`src/rtl/uart_tx_framer.sv`:
```
// rtl/uart_tx_framer.sv - UART transmit framer with input FIFO, parity generation and 1/2 stop bits
//
// Ports:
//   clk          system clock
//   rst          asynchronous reset, active high
//   baud_tick    1-clk strobe, one per bit period; the frame FSM and txd only move on it
//   s_valid      input word valid
//   s_ready      FIFO can accept a word (= !full)
//   s_data       word to transmit, LSB sent first
//   parity_mode  00 none, 01 even, 10 odd, 11 none; sampled when a word is popped
//   two_stop     0: one stop bit, 1: two stop bits; sampled when a word is popped
//   txd          registered serial output, idle high
//   busy         high whenever the frame FSM is not idle
//   tx_done      1-clk pulse after the tick that ends a frame's last stop bit
//   fifo_count   words currently buffered
module uart_tx_framer #(
    parameter int DATA_W     = 8,
    parameter int FIFO_DEPTH = 4
) (
    input  logic                             clk,
    input  logic                             rst,
    input  logic                             baud_tick,
    input  logic                             s_valid,
    output logic                             s_ready,
    input  logic [DATA_W-1:0]                s_data,
    input  logic [1:0]                       parity_mode,
    input  logic                             two_stop,
    output logic                             txd,
    output logic                             busy,
    output logic                             tx_done,
    output logic [$clog2(FIFO_DEPTH+1)-1:0]  fifo_count
);

    localparam int PTR_W = (FIFO_DEPTH > 1) ? $clog2(FIFO_DEPTH) : 1;
    localparam int CNT_W = $clog2(FIFO_DEPTH + 1);
    localparam int BIT_W = (DATA_W > 1) ? $clog2(DATA_W) : 1;

    localparam logic [BIT_W-1:0] LAST_BIT = BIT_W'(DATA_W - 1);
    localparam logic [CNT_W-1:0] FULL_CNT = CNT_W'(FIFO_DEPTH);

    typedef enum logic [2:0] {
        S_IDLE   = 3'd0,
        S_START  = 3'd1,
        S_DATA   = 3'd2,
        S_PARITY = 3'd3,
        S_STOP   = 3'd4
    } state_t;

    state_t              state_q, state_d;

    // FIFO storage and pointers
    logic [DATA_W-1:0]   mem_q [FIFO_DEPTH];
    logic [DATA_W-1:0]   mem_d [FIFO_DEPTH];
    logic [PTR_W-1:0]    wr_ptr_q, wr_ptr_d;
    logic [PTR_W-1:0]    rd_ptr_q, rd_ptr_d;
    logic [CNT_W-1:0]    count_q, count_d;

    // Frame datapath
    logic [DATA_W-1:0]   shreg_q, shreg_d;
    logic [BIT_W-1:0]    bit_cnt_q, bit_cnt_d;
    logic                par_en_q, par_en_d;
    logic                par_bit_q, par_bit_d;
    logic                two_stop_q, two_stop_d;
    logic                stop_cnt_q, stop_cnt_d;
    logic                txd_q, txd_d;
    logic                tx_done_q, tx_done_d;

    logic                fifo_empty;
    logic                fifo_full;
    logic                push;
    logic                pop;
    logic                last_stop;
    logic [DATA_W-1:0]   head;

    // ------------------------------------------------------------------
    // FIFO control
    // ------------------------------------------------------------------
    always_comb begin
        fifo_empty = (count_q == '0);
        fifo_full  = (count_q == FULL_CNT);
        push       = s_valid && !fifo_full;
        head       = mem_q[rd_ptr_q];

        // The tick that ends the final stop bit; stop_cnt counts 0 or 0..1.
        last_stop  = (state_q == S_STOP) && (stop_cnt_q == two_stop_q);

        // Pop decisions look only at count_q, so a word pushed this cycle
        // cannot be popped until the next one.
        pop        = baud_tick && !fifo_empty && ((state_q == S_IDLE) || last_stop);

        mem_d = mem_q;
        if (push) begin
            mem_d[wr_ptr_q] = s_data;
        end

        wr_ptr_d = push ? (wr_ptr_q + PTR_W'(1)) : wr_ptr_q;
        rd_ptr_d = pop  ? (rd_ptr_q + PTR_W'(1)) : rd_ptr_q;

        case ({push, pop})
            2'b10:   count_d = count_q + CNT_W'(1);
            2'b01:   count_d = count_q - CNT_W'(1);
            default: count_d = count_q;
        endcase
    end

    // ------------------------------------------------------------------
    // FSM: state register
    // ------------------------------------------------------------------
    always_ff @(posedge clk or posedge rst) begin
        if (rst) begin
            state_q <= S_IDLE;
        end else begin
            state_q <= state_d;
        end
    end

    // ------------------------------------------------------------------
    // FSM: next state
    // ------------------------------------------------------------------
    always_comb begin
        state_d = state_q;
        if (baud_tick) begin
            case (state_q)
                S_IDLE: begin
                    if (!fifo_empty) begin
                        state_d = S_START;
                    end
                end
                S_START: begin
                    state_d = S_DATA;
                end
                S_DATA: begin
                    if (bit_cnt_q == LAST_BIT) begin
                        state_d = par_en_q ? S_PARITY : S_STOP;
                    end
                end
                S_PARITY: begin
                    state_d = S_STOP;
                end
                S_STOP: begin
                    if (last_stop) begin
                        state_d = fifo_empty ? S_IDLE : S_START;
                    end
                end
                default: begin
                    state_d = S_IDLE;
                end
            endcase
        end
    end

    // ------------------------------------------------------------------
    // FSM: outputs and datapath
    // ------------------------------------------------------------------
    always_comb begin
        txd_d      = txd_q;
        shreg_d    = shreg_q;
        bit_cnt_d  = bit_cnt_q;
        par_en_d   = par_en_q;
        par_bit_d  = par_bit_q;
        two_stop_d = two_stop_q;
        stop_cnt_d = stop_cnt_q;
        tx_done_d  = 1'b0;

        if (baud_tick) begin
            case (state_q)
                S_IDLE: begin
                    txd_d = 1'b1;
                end
                S_START: begin
                    txd_d     = shreg_q[0];
                    bit_cnt_d = '0;
                end
                S_DATA: begin
                    if (bit_cnt_q != LAST_BIT) begin
                        // Bit 1 of the current register is the next bit on the wire.
                        txd_d     = shreg_q[1];
                        shreg_d   = shreg_q >> 1;
                        bit_cnt_d = bit_cnt_q + BIT_W'(1);
                    end else if (par_en_q) begin
                        txd_d = par_bit_q;
                    end else begin
                        txd_d      = 1'b1;
                        stop_cnt_d = 1'b0;
                    end
                end
                S_PARITY: begin
                    txd_d      = 1'b1;
                    stop_cnt_d = 1'b0;
                end
                S_STOP: begin
                    if (last_stop) begin
                        tx_done_d = 1'b1;
                    end else begin
                        stop_cnt_d = stop_cnt_q + 1'b1;
                    end
                end
                default: begin
                    txd_d = 1'b1;
                end
            endcase
        end

        // Loading a new word overrides the idle/stop level with the start bit.
        // Frame options are captured here so later input changes only affect
        // the next frame.
        if (pop) begin
            shreg_d    = head;
            par_en_d   = (parity_mode == 2'b01) || (parity_mode == 2'b10);
            par_bit_d  = (^head) ^ (parity_mode == 2'b10);
            two_stop_d = two_stop;
            txd_d      = 1'b0;
        end
    end

    always_comb begin
        busy       = (state_q != S_IDLE);
        s_ready    = !fifo_full;
        txd        = txd_q;
        tx_done    = tx_done_q;
        fifo_count = count_q;
    end

    // ------------------------------------------------------------------
    // Datapath and FIFO registers
    // ------------------------------------------------------------------
    always_ff @(posedge clk or posedge rst) begin
        if (rst) begin
            wr_ptr_q   <= '0;
            rd_ptr_q   <= '0;
            count_q    <= '0;
            shreg_q    <= '0;
            bit_cnt_q  <= '0;
            par_en_q   <= 1'b0;
            par_bit_q  <= 1'b0;
            two_stop_q <= 1'b0;
            stop_cnt_q <= 1'b0;
            txd_q      <= 1'b1;
            tx_done_q  <= 1'b0;
        end else begin
            wr_ptr_q   <= wr_ptr_d;
            rd_ptr_q   <= rd_ptr_d;
            count_q    <= count_d;
            shreg_q    <= shreg_d;
            bit_cnt_q  <= bit_cnt_d;
            par_en_q   <= par_en_d;
            par_bit_q  <= par_bit_d;
            two_stop_q <= two_stop_d;
            stop_cnt_q <= stop_cnt_d;
            txd_q      <= txd_d;
            tx_done_q  <= tx_done_d;
        end
    end

    // Storage needs no reset; entries are only read after being written.
    always_ff @(posedge clk) begin
        mem_q <= mem_d;
    end

endmodule

```
`config.mk`:
```
export PLATFORM = sky130hd
export DESIGN_NAME = uart_tx_framer
export DESIGN_NICKNAME = d
export VERILOG_FILES = /design/src/rtl/uart_tx_framer.sv
export SDC_FILE = /design/constraint.sdc
export NUM_CORES = 1
export LEC_CHECK = 0
export CAP_MARGIN = 30
export CORE_MARGIN = 4
export CORE_UTILIZATION = 62
export CTS_CLUSTER_DIAMETER = 200
export DETAILED_ROUTE_END_ITERATION = 16
export PLACE_DENSITY_LB_ADDON = 0.15
export SLEW_MARGIN = 5
export SYNTH_ARGS = -nofsm -noshare
export SYNTH_HDL_FRONTEND = slang
export SYNTH_SLANG_ARGS = --single-unit
```
`constraint.sdc`:
```
create_clock -name clk -period 6.1 [get_ports clk]
set_input_delay 1.525 -clock clk [delete_from_list [all_inputs] [get_ports clk]]
set_output_delay 1.525 -clock clk [all_outputs]
set_load 0.01 [all_outputs]
```
==> out/qor.log <==
[route] via total after detailed routing 1653
[logic_synthesis] largest family of logic cells by synthesized area multiplexers
[critical_path] class of the most critical setup path input pin to flop
[clock_tree] clock latency on the worst-skew pair 0.33 ns
[logic_synthesis] area share of xor/xnor cells in the synthesized design 5.339%
[sta] Max Clock Skew 0.003823 ns
[placement] hpwl dp 3.462 mm
[critical_path] worst-path cell chain clkdlybuf4s50_1 -> or3b_2 -> a211oi_2 -> buf_4 -> ha_1 -> inv_1 -> fa_1 -> xor2_1 -> nor2_1 -> xor2_1
[flow_run] number of max-cap violations 0
[critical_path] arrival time at the worst endpoint 4.27 ns
[global_route] met1 global-route usage 25.56%
[route] first-pass detailed-route iteration total 4
[sta] final setup vio count 0
[final_layout] number of nets in the layout 249
[critical_path] most used cell along the critical path xor2_1
[clock_tree] master cell of the clock root buffer clkbuf_8
[power_and_ir_drop] worst IR drop on VDD 0.0003129 V
[final_layout] commonest cells after routing, fill and taps aside edfxtp_1, dfrtp_1, nand2_1
[critical_path] critical path capture point type flop
[critical_path] critical path peak fanout 22
[floorplanning] starting density of the core 65.49%
[sta] Setup TNS 0 ns
[logic_synthesis] count of unique library cells instantiated by Yosys 37
[clock_tree] CTS max path bufs 2
[critical_path] crit-path max cell delay 0.58 ns
[route] Antenna Violating Nets Remaining 0
[floorplanning] num ports 22
[logic_synthesis] Seq cells post-synth 59
[critical_path] nature of the critical path startpoint input pin
[floorplanning] Die Footprint 5466 sq um
[clock_tree] CTS sink count 59
[final_layout] share of layout cells above drive strength 1 12.17%
[sta] fmax 248.8 MHz
[logic_synthesis] average footprint of a synthesized cell 13.54 sq um
[floorplanning] area of the placeable core 4115 sq um
[clock_tree] H-Tree Depth 3
[logic_synthesis] number of standard cells after synthesis 199
[logic_synthesis] mux contribution to synthesized area 10.72%
[final_layout] most common cell after layout, fill and taps aside edfxtp_1
[global_route] aggregate global-route resource usage 20.92%
[clock_tree] clock-pin slew of the registers on the worst-case setup and hold paths 0.07 ns
[route] number of remaining DRC errors 0
[placement] routability-driven placement congestion ratio 0.9571
[route] WL final 5.056 mm
[logic_synthesis] dominant synthesized flop cell edfxtp_1
[logic_synthesis] area of the mapped netlist 2695 sq um
[global_route] residual overflow from global routing 0
[global_route] Most Used Layer, Global Route met2
[global_route] met3 routing resource usage after global routing 8.108%
[placement] count of input and output buffers 21
[power_and_ir_drop] overall power of the completed layout 1.689 mW
[sta] setup repair after global routing missed its margin no
[logic_synthesis] synth warn 0
[critical_path] required time reported for the critical path endpoint 6.35 ns
[clock_tree] CTS Hold Buffers Added 0
[logic_synthesis] register area share after synthesis 60.77%
[logic_synthesis] adder-cell share of the synthesized area 4.457%
[worst_hold_path] worst min-delay path category flop to flop
[global_route] antenna violations before repair 0
[sta] final count of pins violating max slew 0
[clock_tree] number of buffers created by CTS 9
[logic_synthesis] compound-gate portion of the synthesized area 7.660%
[global_route] vias in the first global route 1676
[clock_tree] CTS tree done
[logic_synthesis] post-synthesis share of cell area spent on and, or, nand and nor gates 7.707%
[sta] Slew headroom 62.85%
[logic_synthesis] number of enable flip-flop cells after synthesis 32
[global_route] maximum number of pins on one net before global-route repair 23
[global_route] global-route wire length before repair 8.093 mm
[global_route] GR Util met2 33.66%
[sta] final clock period utilization by the worst path 65.90%
[route] post-detailed-route via-to-cell ratio 5.904
[sta] count of endpoints failing hold in the final timing report 0
[logic_synthesis] net count of the mapped netlist 223
[clock_tree] post_cts resized 0
[critical_path] cell type of the slowest stage on the worst timing path clkdlybuf4s50_1
[sta] slew of the pin with the lowest slew margin 0.5566 ns
[floorplanning] floorplan die height 73.93 um
[final_layout] count of inserted antenna diode cells 0
[logic_synthesis] share of flip-flops with an asynchronous set or reset 45.76%
[floorplanning] DIE WIDTH 73.93 um
[floorplanning] row count 23
[power_and_ir_drop] PwrDens 533.5 nW/um^2
[clock_tree] Post-CTS Repair Setup Buffers 0
[final_layout] area delta synth->final 17.46%
[sta] Final min period 4.020 ns
[status] result of the run complete, no violations
[route] number of DRC markers after the initial detailed-route iteration 108
[route] Avg WL per Cell 18.06 um
[power_and_ir_drop] reported leakage power 1.275 nW
==> final cells by class <==
cell class	instances	area [sq um]
flip-flops and latches	59	1638
multi-input cells	119	967.2
fillers	241	949.7
repair buffers	23	232.7
clock buffers	9	123.9
clock inverters	7	92.59
well taps	50	62.56
inverters	13	48.80
==> worst max-delay path, delay by kind of cell <==
kind | cells | cell delay (ns)
adder cells (fa/ha/maj) | 2 | 0.62
buffers and inverters | 3 | 0.94
AND/OR/NAND/NOR | 2 | 0.63
XOR/XNOR | 2 | 0.34
AO/OA/AOI/OAI | 1 | 0.21
==> flip-flops by register name, indices dropped and copies added (netlist names) <==
| name | cells |
|---|---|
| mem_q | 32 |
| shreg_q | 8 |
| stop_cnt_q | 1 |
| bit_cnt_q | 3 |
| txd | 1 |
| par_en_q | 1 |
| tx_done | 1 |
| par_bit_q | 1 |
| two_stop_q | 1 |
| rd_ptr_q | 2 |
| fifo_count | 3 |
| wr_ptr_q | 2 |
| state_q | 3 |
==> cells by family (layout without fill, tap and decap cells) <==
logic type	Yosys count	count (layout)
DFF	59	59
xor gates and xnor gates	14	14
AOI/OAI and AO/OA	33	33
muxes	17	17
and+or+nand+nor	46	46
adders and majority gates	9	9
buffers and inverters	21	52
==> through the flow <==
| stage | instances | hold WS (ns) | setup WS (ns) | cell area [sq um] | utilization, % |
|---|---|---|---|---|---|
| 2_1_floorplan | 199 | 0.4457 | 2.569 | 2695 | - |
| 3_3_place_gp | 263 | 0.4668 | 1.942 | 2934 | 71.30 |
| 3_5_place_dp | 264 | 0.4800 | 1.817 | 2949 | 71.66 |
| 4_1_cts | 280 | 0.4955 | 2.143 | 3166 | 76.92 |
| 5_1_grt | 280 | 0.5360 | 2.023 | 3166 | 76.92 |
| 6_report | 280 | 0.4936 | 2.080 | 3166 | 76.92 |
==> power breakdown <==
group / total, mW / internal (mW) / switching, mW
Combinational: 0.630 / 0.323 / 0.307
Sequential: 0.674 / 0.557 / 0.117
Clock: 0.385 / 0.228 / 0.156
==> routing by layer <==
layer	vias to the layer above	wire (um)
li1	773	-
met1	816	2186
met2	59	2551
met3	5	269
met4	0	48
met5	-	0
==> final timing paths <==
| kind | slack (ns) | from | end | depth (start not counted) |
|---|---|---|---|---|
| setup / recovery | 2.08 | baud_tick | fifo_count[2] | 10 |
| hold / removal | 0.49 | shreg_q[5] | shreg_q[5] | 2 |
| min in group asynchronous | 1.53 | rst | two_stop_q | 2 |
| hold reg to reg | 0.49 | shreg_q[5] | shreg_q[5] | 2 |
| setup reg to reg | 3.30 | state_q[0] | fifo_count[2] | 9 |
| max in group asynchronous | 3.99 | rst | txd | 3 |
==> Yosys cell counts, types with 6 or more instances <==
cell | count | area share, %
a21oi_1 | 6 | 1.1
edfxtp_1 | 32 | 36
o21ai_0 | 13 | 2.4
dfrtp_1 | 26 | 24
xor2_1 | 6 | 1.9
ha_1 | 8 | 3.7
nor2_1 | 10 | 1.4
nand2_1 | 22 | 3.1
mux2i_1 | 6 | 2.2
inv_1 | 13 | 1.8
xnor2_1 | 6 | 1.9
Power figures use the tool's default switching activity.
